## src/rtl/value_fmt_ctrl.sv

```systemverilog
// value_fmt_ctrl: formats one WIDTH-bit value as an ASCII character stream
// (binary, hex, unsigned or signed decimal), MSB first, over a valid/ready channel.
module value_fmt_ctrl #(
    parameter int unsigned WIDTH = 16
) (
    input  logic             clk_i,
    input  logic             rst_i,
    input  logic             req_valid_i,
    output logic             req_ready_o,
    input  logic [WIDTH-1:0] req_value_i,
    input  logic [1:0]       req_fmt_i,
    output logic             ch_valid_o,
    input  logic             ch_ready_i,
    output logic [7:0]       ch_data_o,
    output logic             ch_last_o,
    output logic             busy_o
);

    localparam int unsigned NDIG = (WIDTH * 3 + 9) / 10;
    localparam int unsigned BW   = NDIG * 4;
    localparam int unsigned CW   = $clog2(WIDTH + 1);

    localparam logic [1:0] FmtBin  = 2'd0;
    localparam logic [1:0] FmtHex  = 2'd1;
    localparam logic [1:0] FmtSdec = 2'd3;

    typedef enum logic [2:0] {
        StIdle,
        StConvert,
        StSign,
        StSkip,
        StEmit
    } state_e;

    state_e            state_q, state_d;
    logic [1:0]        fmt_q, fmt_d;
    logic [WIDTH-1:0]  val_q, val_d;
    logic [BW-1:0]     bcd_q, bcd_d;
    // CONVERT: shifts left; SKIP/EMIT: characters still to present
    logic [CW-1:0]     cnt_q, cnt_d;
    logic              neg_q, neg_d;

    logic [BW-1:0]       bcd_adj;
    logic [BW+WIDTH-1:0] dabble;
    logic [3:0]          top_dig;
    logic [3:0]          top_nib;
    logic                req_neg;

    // Double-dabble step: add 3 to every digit >= 5, then shift {bcd, val} left by one
    always_comb begin
        bcd_adj = bcd_q;
        for (int i = 0; i < int'(NDIG); i++) begin
            if (bcd_q[i*4 +: 4] >= 4'd5) begin
                bcd_adj[i*4 +: 4] = bcd_q[i*4 +: 4] + 4'd3;
            end
        end
        dabble  = {bcd_adj, val_q} << 1;
        top_dig = bcd_q[BW-1 -: 4];
        top_nib = val_q[WIDTH-1 -: 4];
        req_neg = (req_fmt_i == FmtSdec) && req_value_i[WIDTH-1];
    end

    // Next-state and output decode
    always_comb begin
        state_d    = state_q;
        fmt_d      = fmt_q;
        val_d      = val_q;
        bcd_d      = bcd_q;
        cnt_d      = cnt_q;
        neg_d      = neg_q;
        ch_valid_o = 1'b0;
        ch_data_o  = 8'h00;
        ch_last_o  = 1'b0;

        unique case (state_q)
            StIdle: begin
                if (req_valid_i) begin
                    fmt_d = req_fmt_i;
                    neg_d = req_neg;
                    // 0 - value in WIDTH bits; the most negative value maps onto itself,
                    // which is exactly its unsigned magnitude
                    val_d = req_neg ? ({WIDTH{1'b0}} - req_value_i) : req_value_i;
                    bcd_d = '0;
                    if (req_fmt_i == FmtBin) begin
                        cnt_d   = CW'(WIDTH);
                        state_d = StEmit;
                    end else if (req_fmt_i == FmtHex) begin
                        cnt_d   = CW'(WIDTH / 4);
                        state_d = StEmit;
                    end else begin
                        cnt_d   = CW'(WIDTH);
                        state_d = StConvert;
                    end
                end
            end
            StConvert: begin
                bcd_d = dabble[BW+WIDTH-1:WIDTH];
                val_d = dabble[WIDTH-1:0];
                cnt_d = cnt_q - CW'(1);
                if (cnt_q == CW'(1)) begin
                    cnt_d   = CW'(NDIG);
                    state_d = neg_q ? StSign : StSkip;
                end
            end
            StSign: begin
                ch_valid_o = 1'b1;
                ch_data_o  = 8'h2D;
                if (ch_ready_i) begin
                    state_d = StSkip;
                end
            end
            StSkip: begin
                if (top_dig == 4'd0 && cnt_q > CW'(1)) begin
                    bcd_d = bcd_q << 4;
                    cnt_d = cnt_q - CW'(1);
                end else begin
                    // First significant digit is presented here directly to save a cycle
                    ch_valid_o = 1'b1;
                    ch_data_o  = 8'h30 + {4'h0, top_dig};
                    ch_last_o  = (cnt_q == CW'(1));
                    if (ch_ready_i) begin
                        bcd_d   = bcd_q << 4;
                        cnt_d   = cnt_q - CW'(1);
                        state_d = (cnt_q == CW'(1)) ? StIdle : StEmit;
                    end
                end
            end
            StEmit: begin
                ch_valid_o = 1'b1;
                ch_last_o  = (cnt_q == CW'(1));
                if (fmt_q == FmtBin) begin
                    ch_data_o = 8'h30 + {7'h00, val_q[WIDTH-1]};
                end else if (fmt_q == FmtHex) begin
                    ch_data_o = (top_nib < 4'd10) ? (8'h30 + {4'h0, top_nib})
                                                  : (8'h37 + {4'h0, top_nib});
                end else begin
                    ch_data_o = 8'h30 + {4'h0, top_dig};
                end
                if (ch_ready_i) begin
                    cnt_d = cnt_q - CW'(1);
                    if (fmt_q == FmtBin) begin
                        val_d = val_q << 1;
                    end else if (fmt_q == FmtHex) begin
                        val_d = val_q << 4;
                    end else begin
                        bcd_d = bcd_q << 4;
                    end
                    if (cnt_q == CW'(1)) begin
                        state_d = StIdle;
                    end
                end
            end
            default: begin
                state_d = StIdle;
            end
        endcase
    end

    assign req_ready_o = (state_q == StIdle);
    assign busy_o      = (state_q != StIdle);

    // State registers with synchronous reset; reset abandons any stream in flight
    always_ff @(posedge clk_i) begin
        if (rst_i) begin
            state_q <= StIdle;
            fmt_q   <= 2'd0;
            val_q   <= '0;
            bcd_q   <= '0;
            cnt_q   <= '0;
            neg_q   <= 1'b0;
        end else begin
            state_q <= state_d;
            fmt_q   <= fmt_d;
            val_q   <= val_d;
            bcd_q   <= bcd_d;
            cnt_q   <= cnt_d;
            neg_q   <= neg_d;
        end
    end

endmodule

```

## config.mk

```make
export PLATFORM = sky130hd
export DESIGN_NAME = value_fmt_ctrl
export DESIGN_NICKNAME = d
export VERILOG_FILES = /design/src/rtl/value_fmt_ctrl.sv
export SDC_FILE = /design/constraint.sdc
export NUM_CORES = 1
export LEC_CHECK = 0
export ABC_AREA = 1
export CORE_UTILIZATION = 30
export DETAILED_ROUTE_END_ITERATION = 12
export PLACE_DENSITY = 0.51
export REMOVE_ABC_BUFFERS = 1
export SLEW_MARGIN = 5
export SYNTH_ARGS = -nofsm -noshare
export SYNTH_HDL_FRONTEND = slang
export SYNTH_SLANG_ARGS = --single-unit
```

## constraint.sdc

```tcl
create_clock -name clk_i -period 3.45 [get_ports clk_i]
set_input_delay 0.69 -clock clk_i [delete_from_list [all_inputs] [get_ports clk_i]]
set_output_delay 0.69 -clock clk_i [all_outputs]
set_load 0.02 [all_outputs]
```

### After elaboration in Yosys (flattened, before gate mapping)

Cells that the tools add are included.

* register bits after elaboration: 47
* input port bits: 22
* output and inout bits: 12
* word-level logic and storage cells: 104

* add/subtract/negate cells: 11
* $lt $le $gt $ge: 7
* eq/ne operators: 19
* mux-type cells: 46
* reductions and logical operators: 15

Operators by type and width (number)
* two-way mux 20 bit: 6
* two-way mux 16 bit: 5
* one-hot mux 20 bit (4 select lines): 1
* one-hot mux 16 bit (3 select lines): 1
* two-way mux 3 bit: 11
* two-way mux 5 bit: 6
* two-way mux 7 bit: 4
* adder 6 x 4 -> 7 bit (first input constant): 3
* one-hot mux 7 bit (3 select lines): 1
* greater-or-equal comparator 4 x 3 -> 1 bit (second input constant): 5
* one-hot mux 5 bit (4 select lines): 1
* != test 2 bit (second input constant): 9
* adder 4 x 2 -> 4 bit (second input constant): 4
* two-way mux 4 bit: 4
* subtractor 1 x 16 -> 16 bit (first input constant): 1
* one-hot mux 3 bit (5 select lines): 1
* adder 6 x 1 -> 7 bit (first input constant): 1
* AND reduction 7 bit: 1
* equality test 3 x 2 -> 1 bit (second input constant): 2
* != test 3 bit (second input constant): 2
* AND reduction 6 bit: 1
* nonzero test 3 bit: 2
* equality test 5 x 1 -> 1 bit (second input constant): 1
* > comparator 5 x 1 -> 1 bit (second input constant): 1
* 17 further kinds: 24

### Logic depth before layout (Yosys ltp)

* word-level depth: 5
* mapped depth: 14

### Least setup slack after synthesis

Ideal clock, no wire load.

* path type: reg-to-output
* start point: register bcd_q[16]
* end point: output port ch_data_o[0]
* arrival time: 1.479 ns
* data required time: 2.760 ns
* path slack: 1.281 ns
* cell stages (with the launch flop): 8
* cell sequence: dfxtp_1 inv_1 ha_1 nand3_1 inv_1 nand3_1 nand2_1 o211ai_1

* cells in the longest elaborated chain, start to end: 4
* elaborated cells on any way between the ends: 7

RTL lines
* from (decl): RTL line 38 `logic [BW-1:0] bcd_q, bcd_d;`
* from (signal assigned): RTL line 168 `bcd_q <= '0;`
* from (signal assigned): RTL line 175 `bcd_q <= bcd_d;`
* adder 6 x 4 -> 7 bit / zero test 4 bit (equally long branches): RTL line 119, 137, 113
* two-way mux 7 bit / logical AND 1 bit (equally long branches): RTL line 133, 113
* two-way mux 7 bit, on equally long branches: RTL line 131, 113
* one-hot mux 7 bit (3 select lines) *: RTL line 75 `unique case (state_q)`
* to (decl): RTL line 14 `output logic [7:0] ch_data_o,`

Every way passes the cells marked *; elsewhere a longest branch is shown, timed or not.

### Worst setup path in the final report

Ends and elaborated chain as after synthesis.

==> results by group <==
Clocking
  – Total CTS buffers: 5
  – Root Driver: clkbuf_16
  – Post-CTS sizing: 0
  – Clock sinks: 47
  – Clk buf depth: 2
  – Hold Buf Count CTS: 0
  – Worst-skew pair later-pin latency: approximately 0.29 ns
  – H-tree level count: 2
  – CTS tree: built
  – Setup Buffers After CTS: 0
  – Worst-path clk slew: ~0.07 ns

Worst hold path
  – HP Class: reg2reg

Status
  – Violated checks: design-rule violations
  – Outcome: finished, violations left

Flow run
  – Max-Cap Viols: 0

Timing
  – Final Worst Setup Slack: 0.306 ns
  – Min Hold Slack: 0.491 ns
  – Hold Violations, Final: 0
  – Rel. slew slack: around 64%
  – Final worst-path cycle share: 91.1%
  – TNS Setup: 0 ns
  – Min Tclk post-route: about 3.1 ns
  – Final count of negative-setup-slack endpoints: 0
  – RSZ-0062 raised after global routing: false
  – Worst-margin pin slew: around 0.54 ns
  – Slew Viols, Final: 0
  – Final Skew: around 0.0065 ns
  – Fmax: approximately 0.32 GHz

Drt
  – First-pass detailed-route iteration total: 8
  – Routed WL: approximately 10000 um
  – DR WL/cell: 13.1 um
  – Post-DRT Antenna Nets: 0
  – Initial drt markers: 247
  – Via-per-instance ratio: roughly 5
  – Drt drc: 4
  – Vias post-DR: 3801

Worst setup path
  – Crit path largest cell delay: approximately 0.65 ns
  – Delay-heaviest family, CP: buffers and inverters
  – Critical path type: reg2out
  – Crit-path cells: inv_1, ha_1, nand3_1, inv_1, nand3_1, nand2_1, o211ai_1, clkdlybuf4s50_1
  – Worst Path Buf+Inv: 3
  – Critical path data required time: 2.76 ns
  – Critical Path Start Type: flop
  – Crit path max-delay cell type: clkdlybuf4s50_1
  – CP max FO: 5
  – Crit path DAT: 2.45 ns
  – CP endpoint kind: output port

GRT
  – GRT overflow: 0
  – Global-route wire length before repair: approximately 17000 um
  – Total global-route track usage: about 17%
  – Largest net degree at the start of global routing: 19
  – Initial antenna violation count: 0
  – Vias in the first global route: ~3600

Synthesis
  – Synth Flop Type: dfxtp_1
  – Post-Syn Area per Cell: 6.08 um^2
  – Synth unique cells: 38
  – Asr flop ratio synth: 0%
  – Number of synthesized register bits: 47
  – Top area cells in the synthesized netlist: dfxtp_1 (26%), nand2_1 (13%), o21ai_0 (9.1%)
  – Mapped Area: about 3600 um^2
  – Synth top area share: a little over a quarter
  – Largest area contributor in the netlist: dfxtp_1
  – Sequential share of the synthesized area: a little over a quarter
  – Ys Warns: 0
  – Number of enable flip-flop cells after synthesis: 0
  – Syn Inst Count: around 590

Layout
  – Area growth from synthesis to layout: 18.0%
  – Fillers: ~1300
  – Share of cells above drive strength 1: between 5 and 6%
  – Util after Layout: 36.6%
  – Final Non-Filler Cells: between 700 and 800
  – Nets@finish: around 650
  – Most frequent cells in the layout: nand2_1 (128), inv_1 (83), o21ai_0 (65)
  – Antenna diodes: 0
  – Multi-input gate area: about 2200 um^2
  – Register area: 941 um^2
  – Most common cell after layout, fill and taps aside: nand2_1

Die
  – Placeable core area: about 12000 um^2
  – Core Rows: 39
  – Chip height: 111 um
  – Io pins: 34
  – Initial Util: 31.0%
  – Die width: ~110 um
  – DIE AREA: approximately 12000 um^2

Place
  – Port bufs: 32
  – Placement Setup Slack: roughly 0.63 ns
  – Placed Cells: roughly 750
  – Final GP Congestion: ~0.8
  – Post-detail-place hpwl: around 7600 um

Pwr
  – Pwr/cell area: a little over 900 nW/um^2
  – Leak: about 1.8 nW
  – Worst VDD drop: roughly 330 uV
[report_power, final]
part	internal, W	switching (W)
logic	0.000798	0.00159
clock network	0.000342	0.000219
registers	0.000718	0.000143
total	0.00186	0.00196
[worst min-delay path, cell delays in order, from the launching register on]
cell and delay (ns):
dfxtp_1 0.33, nand2_1 0.07, a21oi_1 0.05
[final cells by class]
| class | count | share of cell area (%) |
|---|---|---|
| flip-flops and latches | 47 | 22.3 |
| well taps | 143 | 4.25 |
| multi-input cells | 435 | 52.5 |
| clock buffers | 5 | 2.97 |
| inverters | 90 | 8.02 |
| clock inverters | 3 | 1.04 |
| repair buffers | 39 | 8.85 |
[cells by family after synthesis]
logic type	after synthesis	synth area share [%]
AND/OR/NAND/NOR	257	31.0
AO/OA/AOI/OAI	156	24.2
buffers and inverters	105	11.6
flip-flops	47	26.4
adder cells (fa/ha/maj)	14	4.91
XOR/XNOR	7	1.72
other	1	0.105
[cells in the mapped netlist (all sizes together), types with 6 or more instances]
master,number
buf,9
o22ai,10
dfxtp,47
inv,87
o211ai,7
nand3,50
nand2,135
ha,14
xor2,7
a21oi,52
nor2,62
clkbuf,6
o21ai,73
[registers in the layout, indices dropped and copies added (netlist names)]
name	cells
bcd_q	20
val_q	16
cnt_q	5
state_q	3
fmt_q	2
neg_q	1
[worst paths after layout]
kind,from,end,slack [ns],depth (start not counted)
worst max-delay path,bcd_q[16],ch_data_o[0],0.31,8
worst min-delay path,fmt_q[0],fmt_q[0],0.49,2
worst max register to register,state_q[0],val_q[0],1.45,6
worst min register to register,fmt_q[0],fmt_q[0],0.49,2
[per-layer routing]
| metal | part of all wire [%] | vias up | GRT usage (%) |
|---|---|---|---|
| met5 | 0 | - | 0 |
| met4 | 0.79 | 0 | 4.41 |
| met3 | 3.3 | 4 | 2.30 |
| met2 | 46 | 61 | 28.3 |
| met1 | 49 | 1737 | 21.9 |
| li1 | - | 1999 | - |
[stage by stage]
step | power, W | instance area [um^2]
final | 0.00381 | 4210
after CTS | 0.00382 | 4210
after global routing | 0.00420 | 4210
after global placement | 0.00323 | 4040
after floorplan | 0.00253 | 3490
after detailed placement | 0.00325 | 4040
(Power assumes the default switching activity.)
